### src/rtl/alu_pkg.sv
`default_nettype none
// ============================================================================
// Module   : alu_pkg
// Purpose  : Shared definitions for the ALU arbiter slice: ALU op codes,
//            number of legal ops and the transaction FSM state encoding.
// Ports    : none (package)
// Revision : 1.0 - initial release
// ============================================================================
package alu_pkg;

  localparam int NUM_ALU_OPS = 10;

  typedef enum logic [3:0] {
    ALU_ADD  = 4'd0,
    ALU_SUB  = 4'd1,
    ALU_AND  = 4'd2,
    ALU_OR   = 4'd3,
    ALU_XOR  = 4'd4,
    ALU_SLL  = 4'd5,
    ALU_SRL  = 4'd6,
    ALU_SRA  = 4'd7,
    ALU_SLT  = 4'd8,
    ALU_SLTU = 4'd9
  } alu_op_e;

  typedef enum logic [1:0] {
    ST_IDLE = 2'd0,
    ST_EXEC = 2'd1,
    ST_RESP = 2'd2
  } state_e;

endpackage
`default_nettype wire

### src/rtl/alu_arb_if.sv
`default_nettype none
// ============================================================================
// Module   : alu_arb_if
// Purpose  : Bundles the two-port request/response handshake and the shared
//            ALU operand/result bus of alu_arb.
// Ports    : slave  - arbiter side (receives requests, drives ALU/responses)
//            master - client/ALU side (drives requests, ALU result, rsp ready)
// Revision : 1.0 - initial release
// ============================================================================
interface alu_arb_if #(
  parameter int WIDTH = 32
);
  logic [1:0]         i_req_valid;
  logic [1:0]         o_req_ready;
  logic [2*WIDTH-1:0] i_req_a;
  logic [2*WIDTH-1:0] i_req_b;
  logic [7:0]         i_req_op;
  logic [WIDTH-1:0]   o_alu_a;
  logic [WIDTH-1:0]   o_alu_b;
  logic [3:0]         o_alu_op;
  logic [WIDTH-1:0]   i_alu_y;
  logic [1:0]         o_rsp_valid;
  logic [1:0]         i_rsp_ready;
  logic [WIDTH-1:0]   o_rsp_y;
  logic               o_rsp_err;

  modport slave (
    input  i_req_valid, i_req_a, i_req_b, i_req_op, i_alu_y, i_rsp_ready,
    output o_req_ready, o_alu_a, o_alu_b, o_alu_op, o_rsp_valid, o_rsp_y,
           o_rsp_err
  );

  modport master (
    output i_req_valid, i_req_a, i_req_b, i_req_op, i_alu_y, i_rsp_ready,
    input  o_req_ready, o_alu_a, o_alu_b, o_alu_op, o_rsp_valid, o_rsp_y,
           o_rsp_err
  );
endinterface
`default_nettype wire

### src/rtl/rr_arb2.sv
`default_nettype none
// ============================================================================
// Module   : rr_arb2
// Purpose  : Two-way grant logic. Round-robin by default; fixed priority to
//            port 0 when ALU_ARB_FIXED_PRIO_EN is defined (no pointer state).
// Ports    : i_clk, i_rst_n - clock, async active-low reset
//            i_req          - per-port request
//            i_adv          - a grant was accepted this cycle (moves pointer)
//            o_gnt          - one-hot grant (combinational), 0 if no request
// Revision : 1.0 - initial release
// ============================================================================
module rr_arb2 (
  input  logic       i_clk,
  input  logic       i_rst_n,
  input  logic [1:0] i_req,
  input  logic       i_adv,
  output logic [1:0] o_gnt
);

`ifdef ALU_ARB_FIXED_PRIO_EN
  logic w_unused;
  assign w_unused = &{1'b0, i_clk, i_rst_n, i_adv};
  assign o_gnt    = i_req[0] ? 2'b01 : {i_req[1], 1'b0};
`else
  // Port id of the last accepted grant; resets to 1 so port 0 wins first.
  logic r_last;

  always_ff @(posedge i_clk or negedge i_rst_n) begin
    if (!i_rst_n)   r_last <= 1'b1;
    else if (i_adv) r_last <= o_gnt[1];
  end

  always_comb begin
    o_gnt = i_req;
    if (i_req == 2'b11) o_gnt = r_last ? 2'b01 : 2'b10;
  end
`endif

endmodule
`default_nettype wire

### src/rtl/alu_arb.sv
`default_nettype none
// ============================================================================
// Module   : alu_arb
// Purpose  : Arbitrates two request ports onto one shared combinational ALU.
//            One transaction in flight: IDLE (grant) -> EXEC (capture ALU
//            result) -> RESP (hold response until owning port accepts).
//            Option macro: ALU_ARB_FIXED_PRIO_EN (port 0 always wins).
// Ports    : i_clk   - clock
//            i_rst_n - asynchronous active-low reset
//            bus     - alu_arb_if.slave (requests, ALU bus, responses)
// Revision : 1.0 - initial release
// ============================================================================
module alu_arb
  import alu_pkg::*;
#(
  parameter int WIDTH = 32,
  parameter int NOPS  = NUM_ALU_OPS
) (
  input  logic     i_clk,
  input  logic     i_rst_n,
  alu_arb_if.slave bus
);

  localparam logic [4:0] c_nops = 5'(NOPS);

  state_e           r_state;
  logic             r_port;
  logic [WIDTH-1:0] r_a;
  logic [WIDTH-1:0] r_b;
  logic [3:0]       r_op;
  logic [1:0]       r_rsp_valid;
  logic [WIDTH-1:0] r_rsp_y;
  logic             r_rsp_err;

  logic [1:0] w_gnt;
  logic [1:0] w_ready;
  logic       w_hs;
  logic       w_sel;
  logic       w_illegal;

  rr_arb2 u_arb (
    .i_clk   (i_clk),
    .i_rst_n (i_rst_n),
    .i_req   (bus.i_req_valid),
    .i_adv   (w_hs),
    .o_gnt   (w_gnt)
  );

  // Ready is a combinational echo of the grant, only while idle and out of
  // reset, so a request present during reset is never acknowledged.
  assign w_ready   = (r_state == ST_IDLE && i_rst_n) ? w_gnt : 2'b00;
  assign w_hs      = |(bus.i_req_valid & w_ready);
  assign w_sel     = w_ready[1];
  assign w_illegal = {1'b0, r_op} >= c_nops;

  always_ff @(posedge i_clk or negedge i_rst_n) begin
    if (!i_rst_n) begin
      r_state     <= ST_IDLE;
      r_port      <= 1'b0;
      r_a         <= '0;
      r_b         <= '0;
      r_op        <= '0;
      r_rsp_valid <= 2'b00;
      r_rsp_y     <= '0;
      r_rsp_err   <= 1'b0;
    end else begin
      case (r_state)
        ST_IDLE: begin
          if (w_hs) begin
            r_port  <= w_sel;
            r_a     <= bus.i_req_a[(w_sel ? WIDTH : 0) +: WIDTH];
            r_b     <= bus.i_req_b[(w_sel ? WIDTH : 0) +: WIDTH];
            r_op    <= bus.i_req_op[(w_sel ? 4 : 0) +: 4];
            r_state <= ST_EXEC;
          end
        end
        ST_EXEC: begin
          r_rsp_y     <= w_illegal ? '0 : bus.i_alu_y;
          r_rsp_err   <= w_illegal;
          r_rsp_valid <= r_port ? 2'b10 : 2'b01;
          r_state     <= ST_RESP;
        end
        ST_RESP: begin
          // Only the owning port's ready can retire the response.
          if (bus.i_rsp_ready[r_port]) begin
            r_rsp_valid <= 2'b00;
            r_state     <= ST_IDLE;
          end
        end
        default: r_state <= ST_IDLE;
      endcase
    end
  end

  assign bus.o_req_ready = w_ready;
  assign bus.o_alu_a     = r_a;
  assign bus.o_alu_b     = r_b;
  assign bus.o_alu_op    = r_op;
  assign bus.o_rsp_valid = r_rsp_valid;
  assign bus.o_rsp_y     = r_rsp_y;
  assign bus.o_rsp_err   = r_rsp_err;

endmodule
`default_nettype wire

### src/flat_wrapper.sv
// flat-port wrapper written by rule: the top's interface ports become plain ports
module alu_arb_flat import alu_pkg::*;
#(
  parameter int WIDTH = 32,
  parameter int NOPS  = NUM_ALU_OPS
)
  (i_clk, i_rst_n, bus_i_req_valid, bus_i_req_a, bus_i_req_b, bus_i_req_op, bus_i_alu_y, bus_i_rsp_ready, bus_o_req_ready, bus_o_alu_a, bus_o_alu_b, bus_o_alu_op, bus_o_rsp_valid, bus_o_rsp_y, bus_o_rsp_err);
  alu_arb_if #(.WIDTH(WIDTH)) bus_i ();
  input  logic i_clk;
  input  logic i_rst_n;
  input wire logic [$bits(bus_i.i_req_valid)-1:0] bus_i_req_valid;
  input wire logic [$bits(bus_i.i_req_a)-1:0] bus_i_req_a;
  input wire logic [$bits(bus_i.i_req_b)-1:0] bus_i_req_b;
  input wire logic [$bits(bus_i.i_req_op)-1:0] bus_i_req_op;
  input wire logic [$bits(bus_i.i_alu_y)-1:0] bus_i_alu_y;
  input wire logic [$bits(bus_i.i_rsp_ready)-1:0] bus_i_rsp_ready;
  output wire logic [$bits(bus_i.o_req_ready)-1:0] bus_o_req_ready;
  output wire logic [$bits(bus_i.o_alu_a)-1:0] bus_o_alu_a;
  output wire logic [$bits(bus_i.o_alu_b)-1:0] bus_o_alu_b;
  output wire logic [$bits(bus_i.o_alu_op)-1:0] bus_o_alu_op;
  output wire logic [$bits(bus_i.o_rsp_valid)-1:0] bus_o_rsp_valid;
  output wire logic [$bits(bus_i.o_rsp_y)-1:0] bus_o_rsp_y;
  output wire logic [$bits(bus_i.o_rsp_err)-1:0] bus_o_rsp_err;
  assign bus_i.i_req_valid = bus_i_req_valid;
  assign bus_i.i_req_a = bus_i_req_a;
  assign bus_i.i_req_b = bus_i_req_b;
  assign bus_i.i_req_op = bus_i_req_op;
  assign bus_i.i_alu_y = bus_i_alu_y;
  assign bus_i.i_rsp_ready = bus_i_rsp_ready;
  assign bus_o_req_ready = bus_i.o_req_ready;
  assign bus_o_alu_a = bus_i.o_alu_a;
  assign bus_o_alu_b = bus_i.o_alu_b;
  assign bus_o_alu_op = bus_i.o_alu_op;
  assign bus_o_rsp_valid = bus_i.o_rsp_valid;
  assign bus_o_rsp_y = bus_i.o_rsp_y;
  assign bus_o_rsp_err = bus_i.o_rsp_err;
  alu_arb #(.WIDTH(WIDTH), .NOPS(NOPS)) u_core (.i_clk(i_clk), .i_rst_n(i_rst_n), .bus(bus_i));
endmodule
### config.mk
export PLATFORM = sky130hd
export DESIGN_NAME = alu_arb_flat
export DESIGN_NICKNAME = d
export VERILOG_FILES = /design/src/rtl/alu_pkg.sv /design/src/rtl/alu_arb_if.sv /design/src/rtl/rr_arb2.sv /design/src/rtl/alu_arb.sv /design/src/flat_wrapper.sv
export SDC_FILE = /design/constraint.sdc
export NUM_CORES = 1
export LEC_CHECK = 0
export BUFFER_PORTS_ARGS = -buffer_cell sky130_fd_sc_hd__buf_4
export CAP_MARGIN = 30
export CORE_MARGIN = 2
export CORE_UTILIZATION = 44
export CTS_CLUSTER_DIAMETER = 100
export DETAILED_ROUTE_END_ITERATION = 8
export GPL_ROUTABILITY_DRIVEN = 0
export HOLD_SLACK_MARGIN = 0.02
export MAX_ROUTING_LAYER = met4
export PLACE_DENSITY = 0.79
export SYNTH_ARGS = -nofsm -noshare
export SYNTH_HDL_FRONTEND = slang
export SYNTH_SLANG_ARGS = --single-unit
export TNS_END_PERCENT = 1
### constraint.sdc
create_clock -name i_clk -period 2.1 [get_ports i_clk]
set_input_delay 0.63 -clock i_clk [delete_from_list [all_inputs] [get_ports i_clk]]
set_output_delay 0.63 -clock i_clk [all_outputs]
set_load 0.02 [all_outputs]
# Word level (Yosys, flattened, before mapping)
# Index checks and enable logic that the tools add are counted.
# op_classes
addsub,0
multipliers,0
n_div,0
order_cmp,2
n_eq_ne,5
n_shift,3
mux,13
n_bitwise,1
n_reduce_logical,7
# op_table
operator,count
variable part select 64 x 32 -> 32 bit,2
2-to-1 mux 32 bit,1
variable part select 8 x 32 -> 4 bit,1
2-to-1 mux 2 bit,6
2-to-1 mux 6 bit,1
one-hot mux 2 bit (3 select lines),1
AND reduction 2 bit,3
"equality test 2 bit, second input constant",2
"greater-or-equal comparator 4 bit, second input constant",1
one-hot mux 2 bit (2 select lines),1
2-to-1 mux 3 bit,1
bitwise AND 2 bit,1
"equality test 2 x 1 -> 1 bit, second input constant",1
zero test 2 bit,1
"< comparator 1 x 2 -> 1 bit, second input constant",1
2-to-1 mux 1 bit,2
"!= test 2 x 1 -> 1 bit, second input constant",1
"!= test 2 bit, second input constant",1
nonzero test 2 bit,1
OR reduction 2 bit,1
logical AND 1 bit,1
# totals
reg_bits,107
latch_bits,0
mem_bits_rw,0
mem_bits_ro,0
elab_cells,40
n_memories,0

# Depth between registers and ports, before layout
# Gate-level depths: netlist (run 1).
# depth
depth_word,7
depth_mapped,7

# Modules after synthesis
# From an unflattened synthesis (run 1), not the netlist that was laid out.
# hier_totals
hier_cells,357
hier_area_um2,4789.6
# by_module_without_submodules
mod,n_inst,cells_each,area_per_inst_um2,seq_area_each_um2
alu_arb,1,352,4725.8,2652.5
rr_arb2,1,5,63.8,26.3

# Worst setup path before layout (run 1)
# Ideal clock, no wire load.
# synth_path
path_kind,in2out
from,input i_rst_n
to,output bus_o_req_ready[0]
arrival_ns,1.614
required_time_ns,1.470
path_slack_ns,-0.144
path_stages,4
path_buffers,2
cell_sequence,or3b_1 > buf_2 > clkbuf_1 > nor2_1
# synth_via
elab_chain_len,2
# synth_lines
element,line,rtl
start: declaration,flat_wrapper.sv:10,input logic i_rst_n;
logical AND 1 bit,alu_arb.sv:51,assign w_ready = (r_state == ST_IDLE && i_rst_n) ? w_gnt : 2'b00;
2-to-1 mux 2 bit,alu_arb.sv:51,
end: declaration,flat_wrapper.sv:17,output wire logic [$bits(bus_i.o_req_ready)-1:0] bus_o_req_ready;
# Every way passes these cells.

# Final worst setup path (run 1)
# layout_path
from,register u_core.r_state[0]
to,output bus_o_req_ready[0]
# layout_via
elab_chain_len,3
# layout_lines
element,line,rtl
start: declaration,alu_arb.sv:26,state_e r_state;
start signal: assignment,alu_arb.sv:58,r_state <= ST_IDLE;
start signal: assignment,alu_arb.sv:74,r_state <= ST_EXEC;
start signal: assignment,alu_arb.sv:81,r_state <= ST_RESP;
zero test 2 bit,alu_arb.sv:51,
logical AND 1 bit,alu_arb.sv:51,
2-to-1 mux 2 bit,alu_arb.sv:51,
# Every way passes these cells.

==> metrics.yaml, run 1 <==
drt:
  totalWireLength_um: 16000
  vias_per_cell: 5.75
  drtIter0Drc: 391
  num_vias: 5193
  wire_per_inst_um: 17.7
  firstDrtPassIters: 5
  route.detailed.drc: 0
  ant_nets: 0
sta:
  slew_viol_final: 0
  min_period_ns: 2.06
  setup_viol_count_final: 0
  clock.fmax_ghz: 0.485
  worstMarginPinSlew_ns: 0.878
  final.setup.worst_slack_ns: 0.0401
  hold_viol_final: 0
  tns_ns: 0
  fin_skew_ns: 0.00960
  slew_headroom: 0.414
  finalCritPeriodShare: 0.981
synth:
  synth_top_family_by_area: "compound AO/OA/AOI/OAI gates"
  syn_inst: 507
  avgSynthCellArea_um2: 9.67
  netlist.area_leader.share: 0.541
  ys.warnings.count: 0
  synth_compound_area_frac: 0.300
  synth.ff_latch_count: 107
  yosys.area.top_type: "dfrtp_1"
  syn-cell-area_mm2: 0.00490
  syn_nets: 681
  ys_types: 29
  ys_seq_area_frac: 0.546
  synth-adder-area-share: 0
  synth_mux_area_frac: 0
  synth_area_leaders: "dfrtp_1 (54%), a31oi_1 (8.8%), a21oi_1 (7.5%), nand3_1 (7.0%), o21ai_0 (7.0%)"
  synth_xor_area_frac: 0
  yosys.area_share.simple: 0.0949
clock_tree:
  clk_pin_slew_worst_paths_ns: 0.09
  clkSinkCount: 107
  htreeDepth: 3
  insertion_delay_ns: 0.35
  clock-root-buffer: "clkbuf_8"
  cts_tree: "done"
  cts.path.max_buffers: 2
  cts-buffers-inserted: 9
  cts_hold_buf: 0
critical_path:
  crit_buf_inv: 1
  cp_top_family: "simple AND/OR/NAND/NOR gates"
  cp_slowest_stage_delay_ns: 0.46
  worstPathCellList: "or3b_4 > nor2_4 > buf_6"
  start_kind: "flop"
  critPathLaunch: "u_core.r_state[0]$_DFFE_PN0P_"
  critPathKind: "reg -> out"
  cp_slowest_cell: "or3b_4"
  crit_fanout: 4
  arrival_ns: 1.43
  worstPathRequired_ns: 1.47
  endpoint_kind: "primary output"
  r2r-start: "u_core.r_state[0]$_DFFE_PN0P_"
flow_run:
  cap_violations: 0
final_layout:
  multiInputGateArea_mm2: 0.00197
  post-route-util: 0.679
  diodes: 0
  drive_above_1_share: 0.423
  nNetsFinal: 932
  seqCellArea_mm2: 0.00268
  area_growth_pct: 50.2
  layout_commonest_cell: "buf_4"
  final.fill_count: 868
  final_cell_mix: "buf_4 (293), dfrtp_1 (106), a21oi_1 (73)"
power_and_ir_drop:
  power_mw: 10.6
  powerDensity_mw_per_mm2: 1440
  p_leak_nw: 3.34
  ir_worst_vdd_mv: 0.728
floorplanning:
  initial_core_util: 0.452
  dieArea_mm2: 0.0120
  io_pins: 279
  rows: 38
  coreArea_mm2: 0.0108
  die_w_um: 110
  die_height_um: 110
global_routing:
  antenna_found_initial: 0
  grt_overflow_total: 0
  grt_use_total: 0.266
  grt_pass1_wl_um: 24400
  grt_max_degree: 89
  grt_pass1_vias: 4961
placed_design:
  port-buffer-count: 278
  detailed_place_hpwl_um: 11200
  pre_cts_slack_ns: -0.0640
worst_hold_path:
  hp-class: "in -> async"
status:
  status: "finished, final reports clean"
-- timing repair --
item | in CTS | in global routing
gates resized for setup | 1 | 2
setup buffers | 0 | 1
setup endpoints to repair | 2 | 2
pin swaps | 1 | 2
-- worst min-delay path: stages --
cell   delay, ns
buf_4       0.08
buf_4       0.10
buf_4       0.40
-- cell families after synthesis --
| family | Yosys count |
|---|---|
| AOI/OAI and AO/OA | 249 |
| and+or+nand+nor | 88 |
| DFF | 107 |
| buffers and inverters | 63 |
-- through the flow --
| stage | hold WS (ns) | std cells | cell area [um^2] |
|---|---|---|---|
| 6_report | 0.421 | 903 | 7360 |
| 5_1_grt | 0.444 | 903 | 7360 |
| 4_1_cts | 0.427 | 902 | 7350 |
| 3_5_place_dp | 0.494 | 886 | 7140 |
| 3_3_place_gp | 0.489 | 886 | 7140 |
| 2_1_floorplan | 0.334 | 507 | 4920 |
-- path summary, 6_finish.rpt --
check,endpoint,slack (ns),cells past startpoint
setup reg to reg,u_core.bus.o_alu_b[20]$_DFFE_PN0P_,0.27,6
max in group asynchronous,u_core.bus.o_alu_b[12]$_DFFE_PN0P_,0.45,4
hold / removal,u_core.bus.o_alu_a[17]$_DFFE_PN0P_,0.42,3
setup / recovery,bus_o_req_ready[0],0.04,3
min in group i_clk,u_core.bus.o_rsp_y[9]$_DFFE_PN0P_,0.49,2
hold reg to reg,u_core.bus.o_rsp_y[15]$_DFFE_PN0P_,0.51,1
-- report_power, final --
| group | internal [mW] | total [mW] | leakage (nW) | switching (mW) |
|---|---|---|---|---|
| clock network | 0.653 | 1.30 | 0.104 | 0.646 |
| logic | 2.42 | 5.59 | 1.99 | 3.17 |
| registers | 3.10 | 3.73 | 1.25 | 0.632 |
-- Yosys cell counts, drive strengths merged --
cell and n:
nand4b 1, a21boi 1, clkbuf 34, a31oi 69
nor3 1, o21a 1, a221oi 1, nor2 5
nor3b 1, a22o 32, or2 1, a21bo 1
inv 3, nand3 69, buf 26, nand2 3
a21oi 73, o21ai 71, dfstp 1, nor2b 1
or3b 1, dfrtp 106, nand2b 2, nand3b 3
-- flip-flops by register name, indices dropped and copies added, names as in the netlist --
name / flops
u_core.bus.o_alu_a: 32
u_core.bus.o_alu_b: 32
u_core.bus.o_alu_op: 4
u_core.bus.o_rsp_err: 1
u_core.bus.o_rsp_valid: 2
u_core.bus.o_rsp_y: 32
u_core.r_port: 1
u_core.r_state: 2
u_core.u_arb.r_last: 1
-- metal layers --
metal	GRT usage	routed length (um)	up-vias
met4	0.113	549	0
met1	0.338	6220	2458
met3	0.0415	1330	43
met5	-	0	-
li1	-	-	2398
met2	0.425	7890	294
-- layout make-up --
cell class | count | share of cell area
clock buffers | 15 | 0.0240
multi-input cells | 337 | 0.267
flip-flops and latches | 107 | 0.364
inverters | 3 | 0.00153
well taps | 140 | 0.0238
clock inverters | 1 | 0.00408
repair buffers | 300 | 0.315
(Power assumes the default switching activity.)
==> run 2, diff against run 1 <==
--- a/config.mk
+++ b/config.mk
@@ -8,13 +8,13 @@
 export BUFFER_PORTS_ARGS = -buffer_cell sky130_fd_sc_hd__buf_4
 export CAP_MARGIN = 30
 export CORE_MARGIN = 2
-export CORE_UTILIZATION = 44
+export CORE_UTILIZATION = 30
 export CTS_CLUSTER_DIAMETER = 100
 export DETAILED_ROUTE_END_ITERATION = 8
 export GPL_ROUTABILITY_DRIVEN = 0
 export HOLD_SLACK_MARGIN = 0.02
 export MAX_ROUTING_LAYER = met4
-export PLACE_DENSITY = 0.79
+export PLACE_DENSITY = 0.57
 export SYNTH_ARGS = -nofsm -noshare
 export SYNTH_HDL_FRONTEND = slang
 export SYNTH_SLANG_ARGS = --single-unit
==> run 2 against run 1 <==
Effect of this change:
- first-iteration DRC count decreased by 23%
- global-route usage decreased by 6.3 points
- sequential share of layout area decreased by 0.86 points
- critical path type unchanged
- sequential power about the same
- critical path depth unchanged
- combinational power about the same
- highest routed layer unchanged
- cell count increased by 8.2%
- clock skew decreased by 0.0014 ns
- utilization decreased by 21 points
- critical endpoint unchanged
- sequential cell count unchanged
==> metrics.yaml, run 2 (same netlist as run 1, synthesis figures left out) <==
status:
  status: "finished, final reports clean"
critical_path:
  critPathKind: "reg -> out"
  start_kind: "flop"
  endpoint_kind: "primary output"
  worstPathCellList: "or3b_4 > nor2_4 > buf_6"
  worst-path-stages: 3  # unchanged
  reg2reg_depth: 5  # -1
  crit_buf_inv: 1  # unchanged
  r2r-start: "u_core.r_state[0]$_DFFE_PN0P_"
  arrival_ns: 1.44  # about the same
  rrSetupSlack_ns: 0.41  # +0.14 ns
  cp_slowest_cell: "or3b_4"
  r2r_end: "u_core.bus.o_alu_b[25]$_DFFE_PN0P_"
  crit_fanout: 4  # unchanged
  worstPathRequired_ns: 1.47  # about the same
  cp_top_family: "simple AND/OR/NAND/NOR gates"
  cp_slowest_stage_delay_ns: 0.46  # about the same
sta:
  grt_setup_unrepaired: "yes"
  fin_skew_ns: 0.00823  # -0.00137 ns
  clock.fmax_ghz: 0.484  # -0.32%
  finalCritPeriodShare: 0.984  # +0.00312
  setup_viol_count_final: 0  # unchanged
  tns_ns: 0  # unchanged
  slew_headroom: 0.522  # +0.108
  hold_viol_final: 0  # unchanged
  min_period_ns: 2.07  # +0.00655 ns
  hold_slack_ns: 0.498  # +0.0777 ns
  worstMarginPinSlew_ns: 0.717  # -0.162 ns
  slew_viol_final: 0  # unchanged
worst_hold_path:
  hold_end: "u_core.bus.o_rsp_y[23]$_DFFE_PN0P_"
  hold_depth: 2
  min-delay-start: "bus_i_alu_y[23]"
  hp-class: "in -> reg"
clock_tree:
  clkSinkCount: 107  # unchanged
  cts-buffers-inserted: 9  # unchanged
  cts_tree: "done"
  htreeDepth: 3  # unchanged
  insertion_delay_ns: 0.35  # about the same
  cts.path.max_buffers: 2  # unchanged
  cts_hold_buf: 0  # unchanged
  clock-root-buffer: "clkbuf_16"
  clk_pin_slew_worst_paths_ns: 0.07  # -0.02 ns
final_layout:
  drive_above_1_share: 0.423  # about the same
  diodes: 0  # unchanged
  layout_commonest_cell: "buf_4"
  final_cell_mix: "buf_4 (291), dfrtp_1 (106), a21oi_1 (73)"
  area_growth_pct: 53.8
  nNetsFinal: 931  # -0.11%
power_and_ir_drop:
  power_mw: 11.0  # +3.8%
  ir_worst_vdd_mv: 0.553  # -24%
  powerDensity_mw_per_mm2: 1460  # +1.3%
  p_leak_nw: 3.37  # +0.71%
placed_design:
  port-buffer-count: 278  # unchanged
  detailed_place_hpwl_um: 12000  # +7.1%
drt:
  vias_per_cell: 5.26  # -8.5%
  wire_per_inst_um: 17.7  # +0.28%
  totalWireLength_um: 17300  # +8.5%
  route.detailed.drc: 0  # unchanged
  num_vias: 5140  # -1.0%
  firstDrtPassIters: 5  # unchanged
  ant_nets: 0  # unchanged
  drtIter0Drc: 303  # -23%
global_routing:
  grt_use_total: 0.203  # -0.0634
  grt_overflow_total: 0  # unchanged
  grt_pass1_vias: 5120  # +3.2%
  grt_max_degree: 73  # -18%
  grt_pass1_wl_um: 27500  # +13%
  antenna_found_initial: 0  # unchanged
floorplanning:
  initial_core_util: 0.308  # -0.145
  die_w_um: 132  # +20%
  rows: 46  # +21%
  dieArea_mm2: 0.0174  # +45%
  die_height_um: 132  # +20%
  io_pins: 279  # unchanged
  coreArea_mm2: 0.0159  # +47%
flow_run:
  cap_violations: 0  # unchanged
[run 2: cell count changes in the layout (fill, tap and decap cells not counted)]
cell and delta:
clkbuf_16 +9, clkinvlp_4 +3, clkbuf_8 -12, clkbuf_1 -1
buf_4 -2, buf_12 +1
[run 2: worst reg2reg max path, cell delays in order (launching register included)]
cell	delay, ns
dfrtp_1	0.38
or3b_4	0.46
buf_4	0.18
nor2_4	0.16
buf_12	0.23
a31oi_1	0.15
[run 2: area by class of cell]
class	count	area (um^2)
sequential	107	2680
inverter	3	11.3
multi-input combinational	337	1970
tap	216	270
clock inverter	4	52.6
timing repair buffer	299	2330
fill	1520	8400
clock buffer	11	233
[run 2: timing repair]
action | 4_1_cts | 5_1_grt
setup buffers | 0 | 0
pin swaps | 1 | 2
setup endpoints to repair | 2 | 2
gates resized for setup | 2 | 1
[run 2: worst max-delay path by stage]
stage | startpoint | to | slack [ns]
after floorplan | i_rst_n | bus_o_req_ready[1] | -0.02
after global placement | i_rst_n | bus_o_req_ready[1] | -0.1
after detailed placement | i_rst_n | u_core.bus.o_rsp_y[3]$_DFFE_PN0P_ | -0.10
final | u_core.r_state[0]$_DFFE_PN0P_ | bus_o_req_ready[0] | 0.03
after CTS | u_core.r_state[1]$_DFFE_PN0P_ | bus_o_req_ready[1] | 0.005
after global routing | u_core.r_state[0]$_DFFE_PN0P_ | bus_o_req_ready[0] | -0.03
[run 2: report_power, final]
part           total, mW  leakage (nW)  internal [mW]  switching, mW
registers           3.75          1.25           3.10          0.641
clock network       1.68         0.128          0.920          0.756
logic               5.60          1.99           2.42           3.18
[run 2: per-layer routing]
layer,vias to the layer above,GRT usage,routed length [um]
met3,27,0.0454,1200
li1,2399,-,-
met1,2478,0.254,7260
met4,0,0.0731,430
met2,236,0.323,8440
met5,-,-,0
[run 2: per-stage QoR]
stage	utilization	std cells	area [um^2]	setup WS, ns
CTS	0.473	977	7540	0.00506
global route	0.473	977	7540	-0.0287
finish	0.473	977	7540	0.0335
global placement	0.455	962	7250	-0.0960
detailed placement	0.455	962	7250	-0.101
floorplan	-	507	4920	-0.0223
==> run 3, diff against run 2 <==
--- a/config.mk
+++ b/config.mk
@@ -5,8 +5,10 @@
 export SDC_FILE = /design/constraint.sdc
 export NUM_CORES = 1
 export LEC_CHECK = 0
+export ABC_AREA = 1
 export BUFFER_PORTS_ARGS = -buffer_cell sky130_fd_sc_hd__buf_4
 export CAP_MARGIN = 30
+export CORE_ASPECT_RATIO = 1.5
 export CORE_MARGIN = 2
 export CORE_UTILIZATION = 30
 export CTS_CLUSTER_DIAMETER = 100
@@ -14,7 +16,7 @@
 export GPL_ROUTABILITY_DRIVEN = 0
 export HOLD_SLACK_MARGIN = 0.02
 export MAX_ROUTING_LAYER = met4
-export PLACE_DENSITY = 0.57
+export PLACE_DENSITY = 0.56
 export SYNTH_ARGS = -nofsm -noshare
 export SYNTH_HDL_FRONTEND = slang
 export SYNTH_SLANG_ARGS = --single-unit
==> run 3 against run 2 <==
Effect of this change:
- largest cell class unchanged
- hold slack lost 0.29 ns
- clock power is essentially flat
- maximum frequency grew 2.8%
- first-iteration DRC count grew 5.0%
- critical path depth grew 1
- synthesized area grew 9.7%
==> metrics.yaml, run 3 <==
status:
  status: "finished, final reports clean"
clock_tree:
  postCtsSetupBuffers: 0  # unchanged
  clock-root-buffer: "clkbuf_16"
  insertion_delay_ns: 0.35  # about the same
  htreeDepth: 3  # unchanged
  clk_pin_slew_worst_paths_ns: 0.07  # about the same
  post_cts_resized: 0  # -2
  cts.path.max_buffers: 2  # unchanged
  cts_tree: "done"
  cts_hold_buf: 0  # unchanged
  clkSinkCount: 107  # unchanged
  cts-buffers-inserted: 9  # unchanged
synth:
  avgSynthCellArea_um2: 7.76  # -20%
  synth_most_common_cell: "nand2_1"
  syn_nets: 867  # +27%
  synth_edf_count: 0  # unchanged
  postSynth.asyncResetShare: 1.00  # unchanged
  synth_top_family_by_area: "simple AND/OR/NAND/NOR gates"
  syn_inst: 693  # +37%
  synth-adder-area-share: 0  # unchanged
  ys_types: 21  # -28%
  yosys.area_share.simple: 0.308  # +0.213
  ys_seq_area_frac: 0.498  # -0.0484
  synth.ff_latch_count: 107  # unchanged
  synth_area_leaders: "dfrtp_1 (49%), nand2_1 (17%), nand3_1 (13%), o21bai_1 (9.5%), inv_1 (5.1%)"
  synth_xor_area_frac: 0  # unchanged
  yosys.area.top_type: "dfrtp_1"
  synth_mux_area_frac: 0  # unchanged
  synthTopCellsByCount: "nand2_1 (244), nand3_1 (138), dfrtp_1 (106), inv_1 (73), o21bai_1 (68)"
  synth_compound_area_frac: 0.101  # -0.199
  yosys_most_used_dff: "dfrtp_1"
  netlist.area_leader.share: 0.493  # -0.0479
  ys.warnings.count: 0  # unchanged
  syn-cell-area_mm2: 0.00538  # +9.7%
worst_hold_path:
  hp-class: "in -> async"
global_routing:
  antenna_found_initial: 0  # unchanged
  grt_max_degree: 72  # -1.4%
  grt_overflow_total: 0  # unchanged
  grt_pass1_vias: 5365  # +4.8%
  grt_pass1_wl_um: 28200  # +2.2%
  grt_use_total: 0.194  # -0.00906
drt:
  route.detailed.drc: 0  # unchanged
  vias_per_cell: 4.60  # -12%
  firstDrtPassIters: 4  # -1
  totalWireLength_um: 18000  # +3.7%
  ant_nets: 0  # unchanged
  drtIter0Drc: 318  # +5.0%
  wire_per_inst_um: 15.3  # -14%
  num_vias: 5414  # +5.3%
critical_path:
  start_kind: "flop"
  worstPathRequired_ns: 1.47  # about the same
  endpoint_kind: "primary output"
  crit_fanout: 3  # -1
  arrival_ns: 1.38  # -0.06 ns
  critPathKind: "reg -> out"
final_layout:
  final-instance-count-excl-fill: 1176  # +20%
  post-route-util: 0.453  # -0.0198
  final_cell_mix: "buf_4 (291), nand2_1 (244), nand3_1 (138), dfrtp_1 (106), inv_1 (73)"
  diodes: 0  # unchanged
  layout_commonest_cell: "buf_4"
  design_area_mm2: 0.00806  # +6.9%
  nNetsFinal: 1129  # +21%
  area_growth_pct: 49.9
  drive_above_1_share: 0.335  # -0.0884
  final.fill_count: 1855  # +22%
power_and_ir_drop:
  p_leak_nw: 4.45  # +32%
  power_mw: 10.5  # -4.5%
  powerDensity_mw_per_mm2: 1310  # -11%
  ir_worst_vdd_mv: 0.419  # -24%
sta:
  tns_ns: 0  # unchanged
  hold_viol_final: 0  # unchanged
  hold_slack_ns: 0.206  # -0.292 ns
  worstMarginPinSlew_ns: 0.757  # +0.0397 ns
  setup_viol_count_final: 0  # unchanged
  slew_headroom: 0.496  # -0.0265
  slew_viol_final: 0  # unchanged
  grt_setup_unrepaired: "no"
  fin_skew_ns: 0.0103  # +0.00205 ns
  finalCritPeriodShare: 0.957  # -0.0268
  clock.fmax_ghz: 0.497  # +2.8%
  final.setup.worst_slack_ns: 0.0898  # +0.0563 ns
  min_period_ns: 2.01  # -0.0563 ns
floorplanning:
  rows: 60  # +30%
  die_w_um: 113  # -14%
  dieArea_mm2: 0.0190  # +9.6%
  die_height_um: 168  # +27%
  initial_core_util: 0.302  # -0.00517
  coreArea_mm2: 0.0178  # +12%
  io_pins: 279  # unchanged
placed_design:
  dp_cells: 1160  # +21%
  detailed_place_hpwl_um: 13100  # +8.8%
  pre_cts_slack_ns: 0.179  # +0.280 ns
  port-buffer-count: 278  # unchanged
  placed_area_mm2: 0.00775  # +7.0%
flow_run:
  cap_violations: 0  # unchanged
run 3: worst max-delay path: stages (launching register included):
cell and delay [ns]:
dfrtp_1 0.40, nor2_2 0.17, nand2_2 0.09, nor2_4 0.18, buf_4 0.18
run 3: worst paths after layout:
path | from | endpoint | slack, ns | cells after the start
worst max-delay path | u_core.r_state[0]$_DFFE_PN0P_ | bus_o_req_ready[1] | 0.09 | 4
min in group i_clk | bus_i_alu_y[3] | u_core.bus.o_rsp_y[3]$_DFFE_PN0P_ | 0.47 | 3
worst max register to register | u_core.u_arb.r_last$_DFFE_PN1P_ | u_core.bus.o_alu_b[30]$_DFFE_PN0P_ | 0.47 | 7
worst min register to register | u_core.bus.o_rsp_y[14]$_DFFE_PN0P_ | u_core.bus.o_rsp_y[14]$_DFFE_PN0P_ | 0.48 | 2
max in group asynchronous | i_rst_n | u_core.bus.o_alu_a[3]$_DFFE_PN0P_ | 1.37 | 3
worst min-delay path | i_rst_n | u_core.bus.o_alu_b[30]$_DFFE_PN0P_ | 0.21 | 2
run 3: kinds of logic (layout without fill, tap and decap cells):
logic type      count (synthesis)  in the layout
flops                         107            107
compound gates                 73             73
simple gates                  391            391
buf+inv                       122            388
run 3: report_power, final:
part / switching (mW) / internal (mW) / total [mW]
Combinational: 3.15 / 2.19 / 5.34
Clock: 0.781 / 0.868 / 1.65
Sequential: 0.529 / 3.02 / 3.55
Total: 4.46 / 6.07 / 10.5
run 3: area by class of cell:
| class | count | area [um^2] | area share |
|---|---|---|---|
| Sequential cell | 107 | 2680 | 0.332 |
| Clock inverter | 3 | 23.8 | 0.00295 |
| Tap cell | 217 | 272 | 0.0337 |
| Multi-Input combinational cell | 464 | 2210 | 0.274 |
| Timing Repair Buffer | 299 | 2340 | 0.291 |
| Clock buffer | 12 | 256 | 0.0318 |
| Inverter | 74 | 278 | 0.0344 |
run 3: layer usage:
metal | part of all wire | routed length [um] | global-route usage
met5 | 0 | 0 | -
met4 | 0.032 | 569 | 0.0822
met3 | 0.051 | 920 | 0.0295
met2 | 0.53 | 9530 | 0.342
met1 | 0.39 | 6960 | 0.216
